## src/rtl/anc_mc_sched_pkg.sv

```systemverilog
// Shared types and defaults for the multi-channel ANC scheduler.
// Holds the job FSM encoding and the round-robin pointer helper.
package anc_pkg;

   localparam int DATA_W      = 16;
   localparam int TMO_CYC_DEF = 1024;

   typedef enum logic [1:0] {
      S_IDLE,
      S_ISSUE,
      S_WAIT,
      S_EMIT
   } state_t;

   function automatic int next_ch(input int idx, input int n);
      return (idx == n - 1) ? 0 : idx + 1;
   endfunction

endpackage

```

## src/rtl/anc_mc_sched_arb.sv

```systemverilog
// Combinational NCH-way round-robin arbiter: the first requester at or after
// ptr wins; returns a one-hot grant, its index and an any-request flag.
module anc_rr_arb #(
   parameter int NCH = 4,
   parameter int CW  = $clog2(NCH)
) (
   input  logic [NCH-1:0] req,
   input  logic [CW-1:0]  ptr,
   output logic [NCH-1:0] gnt,
   output logic [CW-1:0]  idx,
   output logic           any
);

   logic [CW-1:0] cand;

   // NOTE: every always_comb output gets a default first so no path leaves it unassigned (no latch).
   always_comb begin
      gnt  = '0;
      idx  = '0;
      any  = 1'b0;
      cand = '0;
      for (int i = 0; i < NCH; i++) begin
         cand = CW'((int'(ptr) + i) % NCH);
         if (!any && req[cand]) begin
            gnt[cand] = 1'b1;
            idx       = cand;
            any       = 1'b1;
         end
      end
   end

endmodule

```

## src/rtl/anc_mc_sched.sv

```systemverilog
// Time-shares one LMS FIR engine across NCH ANC channels: buffers one sample
// set per channel, issues round-robin jobs, returns channel-tagged results.
module anc_mc_sched
   import anc_pkg::*;
#(
   parameter int NCH     = 4,
   parameter int W       = DATA_W,
   parameter int TMO_CYC = TMO_CYC_DEF,
   parameter int CW      = $clog2(NCH)
) (
   input  logic             clk,
   input  logic             rst,
   input  logic             init_done,
   input  logic [NCH-1:0]   ch_valid,
   output logic [NCH-1:0]   ch_ready,
   input  logic [NCH*W-1:0] ch_e,
   input  logic [NCH*W-1:0] ch_x,
   input  logic [NCH*W-1:0] ch_a,
   input  logic [NCH*W-1:0] ch_u,
   input  logic [NCH-1:0]   bypass_sel,
   output logic             eng_go,
   output logic [CW-1:0]    eng_ch,
   output logic [W-1:0]     eng_e,
   output logic [W-1:0]     eng_x,
   output logic [W-1:0]     eng_a,
   output logic [W-1:0]     eng_u,
   input  logic             eng_done,
   input  logic [W-1:0]     eng_out,
   output logic             out_valid,
   input  logic             out_ready,
   output logic [CW-1:0]    out_ch,
   output logic [W-1:0]     out_sample,
   output logic             out_err,
   input  logic             clr_status,
   output logic [NCH-1:0]   ovr_flag,
   output logic             tmo_flag
);

   localparam int TW = $clog2(TMO_CYC);

   state_t         state, state_nxt;
   logic [NCH-1:0] pend;
   logic [NCH-1:0] acc;
   logic [W-1:0]   e_q [NCH];
   logic [W-1:0]   x_q [NCH];
   logic [W-1:0]   a_q [NCH];
   logic [W-1:0]   u_q [NCH];
   logic [CW-1:0]  rr_ptr;
   logic [NCH-1:0] arb_gnt;
   logic [CW-1:0]  arb_idx;
   logic           arb_any;
   logic [TW-1:0]  tmo_cnt;
   logic           grant_en, done_hit, tmo_hit;

   assign ch_ready = {NCH{init_done}} & ~pend;
   assign acc      = ch_valid & ch_ready;
   assign out_ch   = eng_ch;

   anc_rr_arb #(.NCH(NCH), .CW(CW)) u_arb (
      .req (pend),
      .ptr (rr_ptr),
      .gnt (arb_gnt),
      .idx (arb_idx),
      .any (arb_any)
   );

   always_comb begin
      state_nxt = state;
      grant_en  = 1'b0;
      done_hit  = 1'b0;
      tmo_hit   = 1'b0;
      eng_go    = 1'b0;
      out_valid = 1'b0;
      case (state)
         S_IDLE: if (init_done && arb_any) begin
            grant_en  = 1'b1;
            state_nxt = bypass_sel[arb_idx] ? S_EMIT : S_ISSUE;
         end
         S_ISSUE: begin
            eng_go    = 1'b1;
            state_nxt = S_WAIT;
         end
         S_WAIT: begin
            // A done arriving on the timeout cycle still delivers the real result.
            if (eng_done) begin
               done_hit  = 1'b1;
               state_nxt = S_EMIT;
            end else if (tmo_cnt == TW'(TMO_CYC - 1)) begin
               tmo_hit   = 1'b1;
               state_nxt = S_EMIT;
            end
         end
         S_EMIT: begin
            out_valid = 1'b1;
            if (out_ready) state_nxt = S_IDLE;
         end
         default: state_nxt = S_IDLE;
      endcase
   end

   // NOTE: sequential state uses non-blocking assignments so every flop samples pre-edge values.
   always_ff @(posedge clk) begin
      if (rst) state <= S_IDLE;
      else     state <= state_nxt;
   end

   always_ff @(posedge clk) begin
      if (rst) begin
         pend       <= '0;
         rr_ptr     <= '0;
         eng_ch     <= '0;
         eng_e      <= '0;
         eng_x      <= '0;
         eng_a      <= '0;
         eng_u      <= '0;
         out_sample <= '0;
         out_err    <= 1'b0;
         tmo_cnt    <= '0;
         ovr_flag   <= '0;
         tmo_flag   <= 1'b0;
         // NOTE: the per-channel sample buffers are small registers, so they are reset too.
         for (int c = 0; c < NCH; c++) begin
            e_q[c] <= '0;
            x_q[c] <= '0;
            a_q[c] <= '0;
            u_q[c] <= '0;
         end
      end else begin
         for (int c = 0; c < NCH; c++) begin
            if (acc[c]) begin
               e_q[c] <= ch_e[c*W +: W];
               x_q[c] <= ch_x[c*W +: W];
               a_q[c] <= ch_a[c*W +: W];
               u_q[c] <= ch_u[c*W +: W];
            end
         end
         pend <= (pend | acc) & ~(grant_en ? arb_gnt : '0);

         if (grant_en) begin
            eng_ch <= arb_idx;
            eng_e  <= e_q[arb_idx];
            eng_x  <= x_q[arb_idx];
            eng_a  <= a_q[arb_idx];
            eng_u  <= u_q[arb_idx];
            rr_ptr <= CW'(next_ch(int'(arb_idx), NCH));
            if (bypass_sel[arb_idx]) begin
               out_sample <= x_q[arb_idx];
               out_err    <= 1'b0;
            end
         end

         if (state == S_ISSUE)     tmo_cnt <= '0;
         else if (state == S_WAIT) tmo_cnt <= tmo_cnt + 1'b1;

         if (done_hit) begin
            out_sample <= eng_out;
            out_err    <= 1'b0;
         end else if (tmo_hit) begin
            out_sample <= eng_x;
            out_err    <= 1'b1;
         end

         // New events override a simultaneous clear.
         ovr_flag <= (ovr_flag & ~{NCH{clr_status}}) | (ch_valid & ~ch_ready);
         tmo_flag <= (tmo_flag & ~clr_status) | tmo_hit;
      end
   end

endmodule

```

## config.mk

```make
export PLATFORM = sky130hd
export DESIGN_NAME = anc_mc_sched
export DESIGN_NICKNAME = d
export VERILOG_FILES = /design/src/rtl/anc_mc_sched_pkg.sv /design/src/rtl/anc_mc_sched_arb.sv /design/src/rtl/anc_mc_sched.sv
export SDC_FILE = /design/constraint.sdc
export NUM_CORES = 1
export LEC_CHECK = 0
export CORE_AREA = 2 2 185 187
export CTS_CLUSTER_SIZE = 30
export DETAILED_ROUTE_END_ITERATION = 7
export DIE_AREA = 0 0 187 189
export PLACE_DENSITY = 0.76
export SLEW_MARGIN = 40
export SYNTH_ARGS = -nofsm -noshare
export SYNTH_HDL_FRONTEND = slang
export SYNTH_SLANG_ARGS = --single-unit
```

## constraint.sdc

```tcl
create_clock -name clk -period 4.46 [get_ports clk]
set_clock_uncertainty 0.15 [all_clocks]
set_input_delay 1.115 -clock clk [delete_from_list [all_inputs] [get_ports clk]]
set_output_delay 1.115 -clock clk [all_outputs]
set_load 0.005 [all_outputs]
```

# After elaboration in Yosys (flattened, before gate mapping)
# Memory sizes are Yosys's and may differ from the RTL's. A register that Yosys moved wholly into a read port is not among the register bits.
# Index checks and enable logic that the tools add are counted.
# word_totals
in_bits	286
regBits	58
mem_bits_rw	256
out_inout_bits	96
n_memories	4
elab_cells	174
# classes
n_bitwise	33
magnitude_cmp	9
eq_ne	8
reduce_logical	21
muxes	84
addsub	5
# memory_table
memory	depth	width	read_ports	rd_clocked_by_memory_dff	wr	line	text
a_q	4	16	1	1	4	anc_mc_sched.sv:46	logic [W-1:0] a_q [NCH];
e_q	4	16	1	1	4	anc_mc_sched.sv:44	logic [W-1:0] e_q [NCH];
u_q	4	16	1	1	4	anc_mc_sched.sv:47	logic [W-1:0] u_q [NCH];
x_q	4	16	1	0	4	anc_mc_sched.sv:45	logic [W-1:0] x_q [NCH];
# op_table
cell	count
16-bit two-way mux	20
1-bit two-way mux	39
4-bit AND	5
2-bit two-way mux	10
4-bit two-way mux	5
4-bit OR	5
1-bit OR	17
4-bit NOT	4
2-bit by 3-bit < comparator with 1-bit output (second input constant)	5
10-bit by 1-bit adder with 10-bit output (second input constant)	1
1-bit binary-select mux with 2-bit select	5
10-bit equality test (second input constant)	1
1-bit demux with 2-bit select	4
2-bit by 1-bit >= comparator with 1-bit output (second input constant)	4
1-bit logical AND	8
2-bit case mux with 4 select lines	1
3-bit nonzero test	2
2-bit by 1-bit adder with 2-bit output (second input constant)	2
2-bit adder (second input constant)	2
2-bit by 1-bit equality test with 1-bit output (second input constant)	2
2-bit equality test (second input constant)	2
2-bit inequality test (second input constant)	2
2-bit AND reduction	2
2-bit nonzero test	2
7 further kinds	10

# Depth between registers and ports, before layout
# Gate-level depths: netlist of run 1.
# depth
depth_word	18
depth_mapped	14
mapped_depth_nobuf	9

# By module
# A second synthesis of run 1 with hierarchy kept.
# hier_totals
cells_unflattened	1195
hier_area_um2	15646.3
# by_module_without_submodules
module	cells_each	seq_area_each_um2	area_each_um2	instances
anc_mc_sched	1150	9809.4	15223.4	1
anc_rr_arb	45	0.0	422.9	1

# Least setup slack after synthesis of run 1
# No wires, ideal clock.
# synth_path
kind	input -> register
startpoint	input port rst
endpoint	memory a_q[0][0] (netlist bit), enable pin
path_buffers	2
path_stages	3
setup_ns	0.433
t_required_ns	3.877
setup_slack_ns	0.679
arrival_time_ns	3.198
path_cell_list	clkbuf_1 > clkbuf_1 > nand2b_1
# synth_lines
element	line	text
start, declared	anc_mc_sched.sv:12	input logic rst,
end, declared	anc_mc_sched.sv:46	

# Worst setup path after layout of run 1
# layout_path
startpoint	register rr_ptr[1]
endpoint	register out_sample[7]
# layout_via
elab_chain_cells	17
word_cells_on_any_way	38
classes_between	add/sub: 3; mux: 24; reduce/logical: 10; memory: 1
# layout_rtl
element	line	text
start, declared	anc_mc_sched.sv:48	logic [CW-1:0] rr_ptr;
start signal, assigned	anc_mc_sched.sv:145	rr_ptr <= CW'(next_ch(int'(arb_idx), NCH));
parallel branches: the longest is 17 deep, another holds memory read 4 x 16 bit	--	
end signal, assigned	anc_mc_sched.sv:147	out_sample <= x_q[arb_idx];
end signal, assigned	anc_mc_sched.sv:156	out_sample <= eng_out;
end signal, assigned	anc_mc_sched.sv:159	out_sample <= eng_x;
end, declared	anc_mc_sched.sv:32	output logic [W-1:0] out_sample,
# Several ways; the timed one is not identified. The select of a mux whose other input is x is not followed.
# A chain may end at the register's enable or synchronous reset.

==> flow_metrics.tcl, run 1 <==
set metrics [dict create \
    ys_ff_latch 362 \
    ant_nets 0 \
    die_h_um 189 \
    holdPathStages 2 \
    start_util 0.495 \
    synth_cell_type_count 53 \
    syn_to_final_growth_pct 33.8 \
    cts_tree "yes" \
    maxCapViolCount 0 \
    hold_violations 0 \
    power_frac_clock 0.290 \
    critPathCaptureType "register" \
    cp-startpoint "rr_ptr[1]$_SDFFE_PP0P_" \
    max-vdd-ir-drop_mv 0.375 \
    grt_antenna_before_repair 11 \
    htreeDepth 2 \
    p_int_mw 7.56 \
    fin_ws_ns 0.505 \
    yosysSeqAreaShare 0.595 \
    fmax_mhz 253 \
    io_buffers 381 \
    synth_area_leaders "edfxtp_1, dfxtp_1, and2_1" \
    slowest_stage "dfxtp_1" \
    min-delay-path-class "reg -> reg" \
    die-area_um2 35300 \
    critPathMaxFanout 40 \
    drive_gt1_frac 0.102 \
    cts_hold_buf 0 \
    tightest_slew_ns 0.766 \
    die_x_um 187 \
    rr_startpoint "rr_ptr[1]$_SDFFE_PP0P_" \
    grt.total_usage 0.270 \
    clk_path_buf_depth 3 \
    gp_routability_congestion 0.879 \
    clk_pin_slew_worst_paths_ns 0.06 \
    avgViaCountPerCell 5.66 \
    timing.final.crit_share 0.887 \
    dr.pass1.iters 6 \
    swShare 0.309 \
    reg2regPathDepth 9 \
    p_comb_frac 0.329 \
    p_seq_frac 0.381 \
    nets 2078 \
    clk_latency_ns 0.51 \
    crit_type "reg -> reg" \
    cp_data_required_time_ns 4.72 \
    power_density_nw_per_um2 496 \
    post_synth.cell_area_avg_um2 11.4 \
    fin_tns_setup_ns 0 \
    p_sw_mw 3.39 \
    synth_edf_count 256 \
    syn-cell-area_um2 16500 \
    grt_pass1_wl_mm 74.3 \
    arrival_ns 4.22 \
    synth_warnings 0 \
    crit_chain "inv_1, ha_1, mux4_2, o211a_1, a21o_4, buf_4, o21ai_0, o221a_2, o31ai_1" \
    core-area_um2 33300 \
    whs_ns 0.323 \
    gr-total-overflow 0 \
    startpoint_type "register" \
    ys.flop_type "edfxtp_1" \
    grt_setup_unrepaired "false" \
    clock_sinks 362 \
    crit_path_max_incr_delay_ns 0.65 \
    dpl_worst_slack_ns 0.570 \
    root_buffer "clkbuf_16" \
    setup_viol_count_final 0 \
    power.leakage_nw 8.25 \
    io_pins 382 \
    grt_pass1_vias 13200 \
    vias 12800 \
    avgRoutedWirePerCell_um 21.4 \
    slew_headroom 0.489 \
    syn_nets 1751 \
    outcome "finished clean" \
    grt_max_degree 65 \
    synthArstFlopShare 0 \
    regArea_um2 9810 \
    drc_errors 0 \
    drt-total-wl_mm 48.5 \
    cts_setup_buffers 0 \
    postLayoutCoreUtil 0.663 \
    cts_resized 0 \
    row_count 67 \
    maxSlewViolCount 0 \
    multi_input_area_um2 6260 \
    synth_top_area_cell "edfxtp_1" \
    yosysTopAreaCellShare 0.466 \
    cts_buffers 38 \
    period_needed_ns 3.95 \
    nFillCells 2536 \
    worstHoldStart "tmo_flag$_SDFF_PP0_" \
    drt_iter0_drc 1005 \
    synthCells 1452 \
    dp.final_hpwl_mm 31.3 \
]
## power groups by stage
stage / clock network, mW / logic (mW) / registers (mW)
detailed placement: 0 / 3.55 / 4.23
CTS: 3.20 / 3.59 / 4.16
finish: 3.18 / 3.60 / 4.17
global route: 3.34 / 3.88 / 4.21
floorplan: 0 / 2.18 / 4.19
global placement: 0 / 3.46 / 4.22
## final timing paths
path / end / slack [ns]
setup / recovery: out_sample[7]$_SDFFE_PP0P_ / 0.51
setup reg to reg: out_sample[7]$_SDFFE_PP0P_ / 0.51
hold reg to reg: tmo_flag$_SDFF_PP0_ / 0.32
hold / removal: tmo_flag$_SDFF_PP0_ / 0.32
## routing by layer
| metal | vias to the layer above | GRT usage | wire length (um) |
|---|---|---|---|
| li1 | 5925 | - | - |
| met1 | 6194 | 0.346 | 19400 |
| met2 | 592 | 0.462 | 23600 |
| met3 | 94 | 0.0513 | 3860 |
| met4 | 4 | 0.0937 | 1530 |
| met5 | - | 0 | 24 |
## cell usage in the layout, fill, tap and decap left out, types with 5 or more instances in the layout
| cell type | instances |
|---|---|
| nor2b_1 | 7 |
| nor3_1 | 21 |
| o21ai_0 | 64 |
| nand3b_1 | 51 |
| dfxtp_1 | 106 |
| clkinv_1 | 7 |
| a22oi_1 | 24 |
| o221a_2 | 31 |
| edfxtp_1 | 256 |
| a21oi_1 | 19 |
| nand2b_1 | 15 |
| clkdlybuf4s50_1 | 380 |
| o31ai_1 | 18 |
| clkbuf_16 | 39 |
| buf_12 | 8 |
| diode_2 | 9 |
| ha_1 | 13 |
| clkbuf_1 | 11 |
| a211oi_1 | 54 |
| bufinv_16 | 5 |
| buf_4 | 20 |
| and2_1 | 256 |
| a31o_2 | 48 |
| inv_1 | 9 |
| o21ai_1 | 7 |
| xor2_1 | 5 |
| nand2_1 | 118 |
| and3_1 | 66 |
| mux2i_1 | 19 |
| nor2_1 | 64 |
## synthesized netlist by cell type, types with 5 or more instances
cell and instances:
and2_1 256, nand3b_1 51, ha_1 13, nand2b_1 19
inv_1 9, xor2_1 5, nor3_1 21, nand2_1 120
o21ai_1 8, and3_1 66, buf_1 5, clkbuf_1 101
a31o_2 48, buf_2 10, a22oi_1 24, edfxtp_1 256
nor2b_1 7, a211oi_1 54, nor2_1 70, o221a_2 31
mux2i_1 19, a21oi_1 21, dfxtp_1 106, o31ai_1 18
o21ai_0 64
## worst max-delay path: cells and delay by family (launching register included)
kind                     cells  cell delay (ns)
AO/OA/AOI/OAI                5             1.45
buffers and inverters        2             0.60
flip-flops                   1             0.65
multiplexers                 1             0.47
adder cells (fa/ha/maj)      1             0.51
## sequential cells by signal, indices dropped and copies added, names as in the netlist, 10 cells and up
signal / count
out_sample: 16
u_q: 64
a_q: 64
eng_e: 16
e_q: 64
eng_x: 16
eng_u: 16
x_q: 64
eng_a: 16
tmo_cnt: 10
## area by class of cell
| type | instances | area share |
|---|---|---|
| timing repair buffer | 408 | 0.187 |
| clock buffer | 52 | 0.0474 |
| tap | 448 | 0.0254 |
| sequential | 362 | 0.445 |
| clock inverter | 17 | 0.00942 |
| multi-input combinational | 960 | 0.284 |
| inverter | 9 | 0.00153 |
| antenna | 9 | 0.00102 |
## kinds of logic after synthesis
group                      Yosys count  synth area share
and+or+nand+nor                    629             0.213
AOI/OAI and AO/OA                  287             0.129
adders and majority gates           13           0.00987
xor gates and xnor gates             7           0.00372
muxes                               24            0.0177
DFF                                362             0.595
buffers and inverters              130            0.0320
## per-stage QoR
step / power, mW / cells / area, um^2
6_report: 10.9 / 2265 / 22100
5_1_grt: 11.4 / 2261 / 22000
4_1_cts: 11.0 / 2256 / 22000
3_5_place_dp: 7.78 / 2187 / 20800
3_3_place_gp: 7.67 / 2187 / 20800
2_1_floorplan: 6.37 / 1452 / 16500
Power figures use the tool's default switching activity.
==> inputs of run 2 (changes only) <==
--- a/config.mk
+++ b/config.mk
@@ -9,6 +9,7 @@
 export CTS_CLUSTER_SIZE = 30
 export DETAILED_ROUTE_END_ITERATION = 7
 export DIE_AREA = 0 0 187 189
+export HOLD_SLACK_MARGIN = 0.08
 export PLACE_DENSITY = 0.76
 export SLEW_MARGIN = 40
 export SYNTH_ARGS = -nofsm -noshare
==> results of run 2 <==
Final layout, timing and power as in run 1 (identical DEF).
==> inputs of run 3 (changes only) <==
--- a/config.mk
+++ b/config.mk
@@ -9,8 +9,10 @@
 export CTS_CLUSTER_SIZE = 30
 export DETAILED_ROUTE_END_ITERATION = 7
 export DIE_AREA = 0 0 187 189
+export GPL_TIMING_DRIVEN = 0
 export HOLD_SLACK_MARGIN = 0.08
 export PLACE_DENSITY = 0.76
+export REMOVE_ABC_BUFFERS = 1
 export SLEW_MARGIN = 40
 export SYNTH_ARGS = -nofsm -noshare
 export SYNTH_HDL_FRONTEND = slang
==> run 3 against run 2 <==
Net effect: register-to-register slack lost 0.19 ns; worst hold slack lost 0.0081 ns; first-iteration DRC count shrank 1.3%; clock power grew 2%; combinational power grew 5.8%; design area grew 2.2%; critical path depth grew 2; wire length grew 5.6%; critical endpoint is now out_sample[10]$_SDFFE_PP0P_; largest power group unchanged; highest routed layer unchanged.
==> flow_metrics.tcl, run 3 (same netlist as run 1, synthesis figures left out) <==
set metrics [dict create \
    dr.pass1.iters 5 \
    avgRoutedWirePerCell_um 22.5 \
    syn_to_final_growth_pct 36.8 \
    slew_headroom 0.425 \
    power_mw 11.2 \
    grt_max_degree 53 \
    drc_errors 0 \
    grt.busiest_layer "met2" \
    clk_path_buf_depth 3 \
    hold_violations 0 \
    dp.final_hpwl_mm 34.5 \
    power.leakage_nw 8.47 \
    fin_ws_ns 0.315 \
    worstHoldStart "eng_ch[1]$_SDFFE_PP0P_" \
    period_needed_ns 4.14 \
    drt-total-wl_mm 51.2 \
    grt.total_usage 0.285 \
    grt_pass1_wl_mm 77.5 \
    crit_type "reg -> reg" \
    layout_commonest_cell "clkdlybuf4s50_1" \
    grt_setup_unrepaired "false" \
    outcome "finished clean" \
    maxSlewViolCount 0 \
    setup_viol_count_final 0 \
    maxCapViolCount 0 \
    arrival_ns 4.43 \
    io_buffers 381 \
    clock_sinks 362 \
    max-vdd-ir-drop_mv 0.257 \
    avgViaCountPerCell 5.73 \
    grt_pass1_vias 13500 \
    vias 13100 \
    critPathCaptureType "register" \
    die_h_um 189 \
    die-area_um2 35300 \
    core-area_um2 33300 \
    critPathMaxFanout 15 \
    final_cell_mix "clkdlybuf4s50_1, and2_1, edfxtp_1" \
    row_count 67 \
    dpl_worst_slack_ns -0.0427 \
    drt_iter0_drc 992 \
    cts_hold_buf 0 \
    die_x_um 187 \
    rr_startpoint "rr_ptr[1]$_SDFFE_PP0P_" \
    power_density_nw_per_um2 499 \
    drive_gt1_frac 0.116 \
    root_buffer "clkbuf_16" \
    timing.final.crit_share 0.929 \
    gp_routability_congestion 0.795 \
    tightest_slew_ns 0.863 \
    cts_buffers 38 \
    startpoint_type "register" \
    clk_pin_slew_worst_paths_ns 0.06 \
    placed_cells 2200 \
    fmax_mhz 241 \
    met1_usage 0.348 \
    gr-usage-met2 0.495 \
    htreeDepth 2 \
    layout.cells.non_filler 2279 \
    cp_data_required_time_ns 4.75 \
    min-delay-path-class "reg -> reg" \
    grtUsageMet3 0.0512 \
    cts_tree "yes" \
    gr-total-overflow 0 \
    io_pins 382 \
    nets 2091 \
    ant_nets 0 \
    cp-startpoint "rr_ptr[1]$_SDFFE_PP0P_" \
    clk_latency_ns 0.52 \
    grt_antenna_before_repair 9 \
    start_util 0.495 \
]
==> run 3: cell type report <==
class / instances / area, um^2
inverters: 9 / 33.8
well taps: 448 / 561
clock inverters: 21 / 229
diodes: 9 / 22.5
flip-flops and latches: 362 / 9810
repair buffers: 421 / 4530
fillers: 2425 / 10700
clock buffers: 49 / 1060
multi-input cells: 960 / 6290
==> run 3: per-layer routing <==
layer,vias to the layer above,part of all wire,wire [um]
met2,717,0.50,25500
met1,6281,0.38,19700
met5,-,0.00016,8
li1,5933,-,-
met3,120,0.081,4140
met4,2,0.038,1920
==> run 3: timing repair <==
action	4_1_cts	5_1_grt
buffers inserted	0	0
gates resized for setup	0	4
setup endpoints to repair	0	57
==> run 3: critical path, cell delays in order (launching register included) <==
cell and delay [ns]:
dfxtp_1 0.68, inv_1 0.21, ha_1 0.53, mux4_2 0.54, o21a_1 0.29, a21oi_4 0.41
buf_8 0.25, buf_8 0.18, buf_6 0.17, o21ai_0 0.12, o221a_2 0.30, o31ai_1 0.22
==> run 3: worst paths after layout <==
kind,end,slack (ns),cells past startpoint
hold / removal,eng_ch[1]$_SDFFE_PP0P_,0.32,2
setup reg to reg,out_sample[10]$_SDFFE_PP0P_,0.32,11
setup / recovery,out_sample[10]$_SDFFE_PP0P_,0.32,11
hold reg to reg,eng_ch[1]$_SDFFE_PP0P_,0.32,2
==> run 3: stage by stage <==
stage / util / cell area [um^2] / TNS [ns] / hold slack, ns
after floorplan: - / 16000 / -159.40 / 0.304
after global placement: 0.612 / 20400 / -2651.50 / 0.303
after detailed placement: 0.637 / 21200 / -0.435 / 0.311
after CTS: 0.676 / 22500 / 0 / 0.319
after global routing: 0.677 / 22500 / 0 / 0.350
final: 0.677 / 22500 / 0 / 0.315
==> run 3: power by group <==
group          switching, mW  internal, mW  total, mW  leakage, nW
Clock                   1.33          1.93       3.25        0.628
Combinational           2.03          1.78       3.81         4.26
Sequential             0.212          3.97       4.18         3.58
==> RTL change, RTL diff (settings of run 2) <==
Re-encode `state_t` (4 states) as one-hot, 4 bits wide.
--- a/src/rtl/anc_mc_sched_pkg.sv
+++ b/src/rtl/anc_mc_sched_pkg.sv
@@ -5,11 +5,11 @@
    localparam int DATA_W      = 16;
    localparam int TMO_CYC_DEF = 1024;
 
-   typedef enum logic [1:0] {
-      S_IDLE,
-      S_ISSUE,
-      S_WAIT,
-      S_EMIT
+   typedef enum logic [3:0] {
+      S_IDLE  = 4'b0001,
+      S_ISSUE = 4'b0010,
+      S_WAIT  = 4'b0100,
+      S_EMIT  = 4'b1000
    } state_t;
 
    function automatic int next_ch(input int idx, input int n);
Function: same outputs for any inputs over 4 cycles, from zero or initial values and one cycle with rst high; so few cycles prove little.
==> RTL change against run 2 <==
- area after synthesis grew 2.0%
- sequential cell count is 2 higher
- worst setup slack about the same
- combinational power fell by 42%
- utilization rose by 1.2 points
- critical path type unchanged
- total power shrank 13%
- non-clock buffer count increased by 10
- wire length up 2.2%
- design area is 1.7% higher
==> RTL change: results (changes against run 2) <==
| Metric | Value |
|---|---|
| Largest net degree at the start of global routing | 97 (+49%) |
| H-tree depth | 2 (unchanged) |
| DRT iter0 DRCs | 1047 (+4.2%) |
| Worst skew pair latency | 0.54 ns (+0.03 ns) |
| Slowest CP cell | dfxtp_1 |
| Number of vias per cell | 5.72 (+1.2%) |
| Global-route wire length before repair | 76000 um (+2.3%) |
| Filler cell count | 2471 (-2.6%) |
| Register area share after synthesis | 58.6% (-0.93 points) |
| Cts repair resizes | 0 (unchanged) |
| Router iterations before antenna repair | 5 (-1) |
| Static Leak | 8.32 nW (+0.87%) |
| Post-Layout Cell Count | 2319 (+2.4%) |
| Synth unique cells | 63 (+19%) |
| Post-synth top cells | 257 x and2_1, 256 x edfxtp_1, 204 x nand2_1 |
| Run status | finished clean |
| Cell internal pwr | 6.95 mW (-8.1%) |
| Post-CTS Setup Bufs | 0 (unchanged) |
| Routability Congestion | 0.842 (-4.3%) |
| HP Class | reg -> reg |
| Critical path arrival | 4.17 ns (-0.05 ns) |
| Post-Place Cells | 2237 (+2.3%) |
| TritonCTS Buffers | 39 (+2.6%) |
| Post-synth EDFFs | 256 (unchanged) |
| Top post-synthesis cells by area | edfxtp_1 46%, dfxtp_1 13%, and2_1 9.6% |
| WL per Instance | 21.4 um (-0.14%) |
| Max incr delay on CP | 0.58 ns (-0.07 ns) |
| Initial antenna violation count | 15 (+4) |
| Worst-Margin Slew | 0.803 ns (+0.0368 ns) |
| GR Util All Layers | 27.7% (+0.61 points) |
| Most used DFF post-synth | edfxtp_1 |
| FF-to-FF setup slack | 0.51 ns (about the same) |
| Syn nets | 1796 (+2.6%) |
| Hold Slack | 0.305 ns (-0.0180 ns) |
| DRC Markers | 0 (unchanged) |
| Ys async rst share | 0% (unchanged) |
| Dpl hpwl | 33600 um (+7.3%) |
| Share of cells above drive strength 1 | 7.37% (-2.9 points) |
| Nets | 2124 (+2.2%) |
| Vias in the first global route | 13200 (+0.19%) |
| CTS root buffer | clkbuf_16 |
| Reg clk slew, reported paths | 0.06 ns (about the same) |
| VDD IR max | 0.324 mV (-14%) |
| Max clock buf depth | 3 (unchanged) |
| CP Max Fanout | 62 (+55%) |
| Cells after Synth | 1502 (+3.4%) |
| PortBufs | 381 (unchanged) |
==> RTL change: changes by cell type in the layout (fill, tap and decap cells not counted), sizes merged, moves of 35 or more <==
| cell | change |
|---|---|
| a21oi | +62 |
| a311o | +48 |
| nand3 | +35 |
| o21ai | -61 |
| and3 | -66 |
| nor2 | -47 |
| nand2 | +85 |
| nand3b | -51 |
| o211a | +48 |
| o211ai | +65 |
==> RTL change: logic make-up (layout without fill, tap and decap cells) <==
kind of cell    Yosys count  count (layout)  share of synthesized area [%]
fa+ha+maj                 8               8                          0.595
compound gates          383             383                           17.8
simple gates            560             560                           17.4
other cells               0              11                              0
flops                   364             364                           58.6
buf+inv                 170             528                           4.45
xor+xnor                  8               8                          0.461
mux                       9               9                          0.714
==> RTL change: path summary, 6_finish.rpt <==
path                               start                endpoint  depth (start not counted)
hold reg to reg   ovr_flag[2]$_SDFF_PP0_  ovr_flag[2]$_SDFF_PP0_                          2
setup / recovery  rr_ptr[1]$_SDFFE_PP0P_  eng_a[10]$_SDFFE_PP0P_                          9
hold / removal    ovr_flag[2]$_SDFF_PP0_  ovr_flag[2]$_SDFF_PP0_                          2
setup reg to reg  rr_ptr[1]$_SDFFE_PP0P_  eng_a[10]$_SDFFE_PP0P_                          9
==> RTL change: metal layers <==
layer | part of all wire [%] | vias to the layer above | global-route usage [%]
li1 | - | 6124 | -
met1 | 41 | 6365 | 37.6
met2 | 47 | 689 | 44.4
met3 | 9.0 | 90 | 5.00
met4 | 2.9 | 6 | 10.5
met5 | 0.089 | - | 0
==> RTL change: power groups by stage <==
stage	clock network [mW]	registers [mW]	logic [mW]
2_1_floorplan	0	4.09	1.20
3_3_place_gp	0	4.12	2.04
3_5_place_dp	0	4.12	2.08
4_1_cts	3.43	4.06	2.10
5_1_grt	3.57	4.09	2.27
6_report	3.40	4.06	2.10
==> RTL change: critical path: cells and delay by family (launching register included) <==
family,cells,cell delay (ns)
AOI/OAI and AO/OA,4,1.04
DFF,1,0.58
buffers and inverters,2,0.56
adders and majority gates,1,0.49
and+or+nand+nor,1,0.49
muxes,1,0.46
==> RTL change: area by class of cell <==
class | instances | area (um2) | share of cell area, %
clock inverters | 17 | 272 | 1.21
flip-flops and latches | 364 | 9850 | 43.9
inverters | 39 | 146 | 0.652
well taps | 448 | 561 | 2.50
diodes | 11 | 27.5 | 0.123
repair buffers | 418 | 4190 | 18.7
clock buffers | 54 | 1060 | 4.75
multi-input cells | 968 | 6330 | 28.2
==> RTL change: metrics by stage <==
step / area, um2 / setup WS [ns] / utilization [%]
after detailed placement: 21100 / 0.647 / 63.3
after floorplan: 16800 / 0.870 / -
final: 22400 / 0.505 / 67.4
after global routing: 22400 / 0.339 / 67.4
after CTS: 22400 / 0.603 / 67.3
after global placement: 21100 / 0.711 / 63.3
